File: src/rtl/bcd_display_feeder.sv
// bcd_display_feeder: 32-bit binary to 8-digit packed BCD (sequential double-dabble) feeding
// the seven-segment display write port. Optional raw-hex path: BCD_HEX_BYPASS_EN. Rev 1.0
`default_nettype none

module bcd_display_feeder #(
  parameter logic [26:0] MAX_MAG      = 27'd99_999_999,
  parameter int          SIGN_NEG_BIT = 0,
  parameter int          SIGN_ERR_BIT = 3
) (
  input  logic        Clock,
  input  logic        Reset,
  input  logic        Start,
  input  logic [31:0] Value,
  input  logic        Signed,
`ifdef BCD_HEX_BYPASS_EN
  input  logic        HexMode,
`endif
  output logic        Busy,
  output logic        Done,
  output logic        Disp_WE,
  output logic        Disp_Addr,
  output logic [31:0] Disp_WD
);

  typedef enum logic [2:0] {
    S_IDLE    = 3'd0,
    S_CONV    = 3'd1,
    S_WR_DATA = 3'd2,
    S_WR_SIGN = 3'd3,
    S_DONE    = 3'd4
  } state_t;

  state_t      state_q, state_d;
  logic [31:0] mag_q, mag_d;
  logic [31:0] bcd_q, bcd_d;
  logic [4:0]  bitcnt_q, bitcnt_d;
  logic        neg_q, neg_d;
  logic        err_q, err_d;
  logic        skip_q, skip_d;

  logic        req_neg;
  logic [31:0] req_mag;
  logic        req_hex;
  logic [31:0] bcd_adj;
  logic [31:0] sign_word;

  assign req_neg = Signed & Value[31];
  assign req_mag = req_neg ? (32'd0 - Value) : Value;

`ifdef BCD_HEX_BYPASS_EN
  assign req_hex = HexMode;
`else
  assign req_hex = 1'b0;
`endif

  // Double-dabble correction: every nibble >= 5 is bumped by 3 before the shift.
  always_comb begin
    bcd_adj = bcd_q;
    for (int i = 0; i < 8; i++) begin
      if (bcd_q[4*i +: 4] >= 4'd5)
        bcd_adj[4*i +: 4] = bcd_q[4*i +: 4] + 4'd3;
    end
  end

  always_ff @(posedge Clock) begin
    if (Reset) begin
      state_q  <= S_IDLE;
      mag_q    <= '0;
      bcd_q    <= '0;
      bitcnt_q <= '0;
      neg_q    <= 1'b0;
      err_q    <= 1'b0;
      skip_q   <= 1'b0;
    end else begin
      state_q  <= state_d;
      mag_q    <= mag_d;
      bcd_q    <= bcd_d;
      bitcnt_q <= bitcnt_d;
      neg_q    <= neg_d;
      err_q    <= err_d;
      skip_q   <= skip_d;
    end
  end

  always_comb begin
    state_d  = state_q;
    mag_d    = mag_q;
    bcd_d    = bcd_q;
    bitcnt_d = bitcnt_q;
    neg_d    = neg_q;
    err_d    = err_q;
    skip_d   = skip_q;

    case (state_q)
      S_IDLE: begin
        if (Start) begin
          bitcnt_d = '0;
          state_d  = S_CONV;
          if (req_hex) begin
            mag_d  = '0;
            bcd_d  = Value;
            neg_d  = 1'b0;
            err_d  = 1'b0;
            skip_d = 1'b1;
          end else begin
            mag_d  = req_mag;
            bcd_d  = '0;
            neg_d  = req_neg;
            err_d  = (req_mag > 32'(MAX_MAG));
            skip_d = (req_mag > 32'(MAX_MAG));
          end
        end
      end
      S_CONV: begin
        // Overflow and raw-hex requests spend a single cycle here with the data untouched.
        if (skip_q) begin
          state_d = S_WR_DATA;
        end else begin
          bcd_d    = {bcd_adj[30:0], mag_q[31]};
          mag_d    = {mag_q[30:0], 1'b0};
          bitcnt_d = bitcnt_q + 5'd1;
          if (bitcnt_q == 5'd31)
            state_d = S_WR_DATA;
        end
      end
      S_WR_DATA: state_d = S_WR_SIGN;
      S_WR_SIGN: state_d = S_DONE;
      S_DONE:    state_d = S_IDLE;
      default:   state_d = S_IDLE;
    endcase
  end

  always_comb begin
    sign_word               = '0;
    sign_word[SIGN_NEG_BIT] = neg_q & ~err_q;
    sign_word[SIGN_ERR_BIT] = err_q;
  end

  assign Busy      = (state_q != S_IDLE);
  assign Done      = (state_q == S_DONE);
  assign Disp_WE   = (state_q == S_WR_DATA) || (state_q == S_WR_SIGN);
  assign Disp_Addr = (state_q == S_WR_SIGN);
  assign Disp_WD   = (state_q == S_WR_DATA) ? bcd_q :
                     (state_q == S_WR_SIGN) ? sign_word : 32'd0;

endmodule

`default_nettype wire

File: config.mk
export PLATFORM = sky130hd
export DESIGN_NAME = bcd_display_feeder
export DESIGN_NICKNAME = d
export VERILOG_FILES = /design/src/rtl/bcd_display_feeder.sv
export SDC_FILE = /design/constraint.sdc
export NUM_CORES = 1
export LEC_CHECK = 0
export CORE_ASPECT_RATIO = 0.7
export CORE_MARGIN = 2
export CORE_UTILIZATION = 30
export DETAILED_ROUTE_END_ITERATION = 8
export PLACE_DENSITY_LB_ADDON = 0.12
export SYNTH_ARGS = -nofsm -noshare
export SYNTH_HDL_FRONTEND = slang
export SYNTH_SLANG_ARGS = --single-unit
File: constraint.sdc
create_clock -name Clock -period 2.2 [get_ports Clock]
set_clock_uncertainty 0.1 [all_clocks]
set_input_delay 0.55 -clock Clock [delete_from_list [all_inputs] [get_ports Clock]]
set_output_delay 0.55 -clock Clock [all_outputs]
set_load 0.02 [all_outputs]
==> impl_metrics.tcl <==
set metrics [dict create \
    wirelength_um 14700 \
    vias 4968 \
    crit_arrival_ns 2.51 \
    ys_top_cells_by_area "dfxtp_1 31%, nor2_1 9.3%, a21oi_1 5.9%, ha_1 5.1%, a211oi_1 4.5%" \
    antenna_cells 0 \
    clock_path_buffers 2 \
    synth_enable_flop_cells 0 \
    rows 38 \
    synth_compound_area_share_pct 23.6 \
    yosysSeqAreaShare_pct 31.5 \
    start_util_pct 30.5 \
    dieArea_um2 16700 \
    final_core_util_pct 46.9 \
    cp_top_family "compound AO/OA/AOI/OAI gates" \
    drc 0 \
    post-dp-hpwl_um 10400 \
    area_growth_pct 53.5 \
    worstSetupPathType "in2reg" \
    coreArea_um2 15400 \
    numPortBuffers 71 \
    fp.dieH_um 109 \
    grt_pass1_wl_um 23400 \
    routedWlPerCell_um 14.8 \
    gr-total-overflow 0 \
    hold_path_class "reg2reg" \
    hold_viol_final 0 \
    path_buf_inv 2 \
    crit_start "Value[6]" \
    num-fill-cells 1515 \
    cp_common_cell "o41ai_2" \
    finalWorstSetupSlack_ns -0.191 \
    antenna_found_initial 0 \
    path_clk_slew_ns 0.06 \
    htreeDepth 3 \
    clock_sinks 74 \
    violations "negative setup slack" \
    path_cells "buf_6 -> nor4_4 -> buf_4 -> nand4_1 -> o41ai_2 -> xor2_1 -> o211ai_1 -> o31ai_2 -> o41ai_2" \
    cp-start-kind "input pin" \
    clock_latency_ns 0.34 \
    cts_buffers 9 \
    grt_pass1_vias 4589 \
    crit_fanout 4 \
    drv_cap 0 \
    max_stage_delay_ns 0.43 \
    synth-seq-cells 74 \
    synth_top_family_by_area "simple AND/OR/NAND/NOR gates" \
    synth_warnings 0 \
    syn_inst 631 \
    power.density_nw_per_um2 578 \
    synth_common_cells "116 x nor2_1, 74 x dfxtp_1, 55 x a21oi_1" \
    p_total_mw 4.18 \
    dr.pass1.iters 4 \
    ant_nets 0 \
    status "complete, but fails checks" \
    grt_max_degree 35 \
    synthSimpleGateAreaFrac_pct 26.2 \
    drive_gt1_share_pct 32.0 \
    synthMuxAreaShare_pct 0.851 \
    period_minus_slack_ns 2.39 \
    min_from "mag_q[22]$_SDFFE_PP0P_" \
    fmax_ghz 0.418 \
    ioPinCount 72 \
    ys_types 45 \
    regArea_um2 1480 \
    grt_usage_pct 17.3 \
    setup_viol 6 \
    multi_input_area_um2 3470 \
    maxSlewHeadroom_pct 75.2 \
    synth_fa_ha_area_share_pct 5.05 \
    end_kind "flip-flop" \
    drt-vias-per-instance 5.00 \
    ys_async_sr_fraction_pct 0 \
    leakage_nw 2.88 \
    yosysTopAreaCell "dfxtp_1" \
    vdd_drop_max_uv 382 \
    finalCritPeriodShare_pct 109 \
    worstMarginPinSlew_ns 0.369 \
    gp_congestion 0.876 \
    grt_setup_unrepaired "yes" \
    r2r-start "state_q[1]$_SDFFE_PP0P_" \
    cts_tree "done" \
    syn_area_um2 4700 \
    slew_viol_final 0 \
    fp.dieW_um 154 \
    drtIter0Drc 236 \
    slowest_stage "o41ai_2" \
    synth_top_area_share_pct 31.5 \
    yosysMostFrequentCell "nor2_1" \
    synth_nets 686 \
    nets 844 \
    synth_area_per_cell_um2 7.46 \
    synth_xor_area_share_pct 7.45 \
    worstPathRequired_ns 2.32 \
    synth_flop_cell "dfxtp_1" \
    root_buffer "clkbuf_16" \
]
-- final cells by class --
cell class | instances | share of cell area (%)
Clock inverter | 4 | 1.00
Inverter | 22 | 1.21
Sequential cell | 74 | 20.5
Tap cell | 200 | 3.47
Clock buffer | 12 | 3.69
Multi-Input combinational cell | 492 | 48.0
Timing Repair Buffer | 190 | 22.1
-- logic make-up after synthesis --
kind of cell / after synthesis
AND/OR/NAND/NOR: 252
AO/OA/AOI/OAI: 177
flip-flops: 74
buffers and inverters: 65
XOR/XNOR: 40
adder cells (fa/ha/maj): 19
multiplexers: 4
-- per-stage QoR --
step                TNS (ns)  area (um2)  cells  worst slack, ns  hold WS [ns]
global placement      -17.78        6420    965           -0.840         0.345
floorplan             -0.168        4720    631           -0.140         0.332
detailed placement    -19.22        6420    965           -0.913         0.343
CTS                   -0.248        7030    991           -0.230         0.352
global route           -1.19        7220    994           -0.260         0.396
finish                -0.503        7220    994           -0.191         0.352
-- path summary, 6_finish.rpt --
kind | end | slack [ns] | cells after the start
worst max-delay path | skip_q$_SDFFE_PP0P_ | -0.19 | 9
worst min-delay path | mag_q[22]$_SDFFE_PP0P_ | 0.35 | 2
worst max register to register | bcd_q[31]$_SDFFE_PP0P_ | 0.29 | 8
worst min register to register | mag_q[22]$_SDFFE_PP0P_ | 0.35 | 2
-- routing by layer --
metal / share of wire [%] / global-route usage, % / routed length (um) / vias to the layer above
li1: - / - / - / 2551
met1: 50 / 24.1 / 7350 / 2334
met2: 46 / 27.8 / 6820 / 67
met3: 2.8 / 3.18 / 417 / 16
met4: 0.95 / 4.06 / 140 / 0
met5: 0 / 0 / 0 / -
-- where the power goes --
part	total (mW)	switching, mW	internal [mW]	leakage, nW
Sequential	1.48	0.0505	1.42	0.603
Combinational	1.04	0.572	0.470	2.11
Clock	1.66	0.577	1.08	0.165
-- worst min-delay path: stages (launching register included) --
cell and delay (ns):
dfxtp_1 0.31, nand2_1 0.05, a21oi_1 0.05
-- layout by cell type, fill, tap and decap left out, types with 3 or more instances in the layout --
master / n
and3_1: 17
o21ai_0: 34
clkbuf_2: 13
mux2i_1: 4
o41ai_4: 5
nand2b_1: 15
clkbuf_8: 3
a21oi_2: 4
ha_1: 18
clkdlybuf4s50_1: 6
dfxtp_1: 73
nor3_1: 32
buf_12: 8
a211oi_1: 20
o31ai_2: 3
nor2_1: 112
xor2_2: 5
a22oi_1: 28
xnor2_1: 16
dlygate4sd2_1: 17
nor4_4: 5
o31ai_1: 3
buf_4: 101
xor2_1: 17
buf_6: 15
inv_1: 19
a21oi_1: 51
nor3_2: 4
nand2_1: 28
buf_2: 17
a211oi_2: 7
nand3_1: 12
o31ai_4: 5
clkbuf_16: 9
clkdlybuf4s15_2: 9
-- flip-flops by register name, indices dropped and copies added, names as in the netlist --
register / cells
bcd_q: 32
mag_q: 32
skip_q: 1
neg_q: 1
state_q: 3
bitcnt_q: 5
-- what timing repair did --
action | CTS | global route
gates resized for setup | 193 | 98
buffers inserted | 11 | 4
hold buffers | 0 | 0
pin swaps | 36 | 32
setup endpoints to repair | 63 | 53
endpoints found under the hold margin | 0 | 0
No activity file was read; power rests on OpenSTA's default activity.
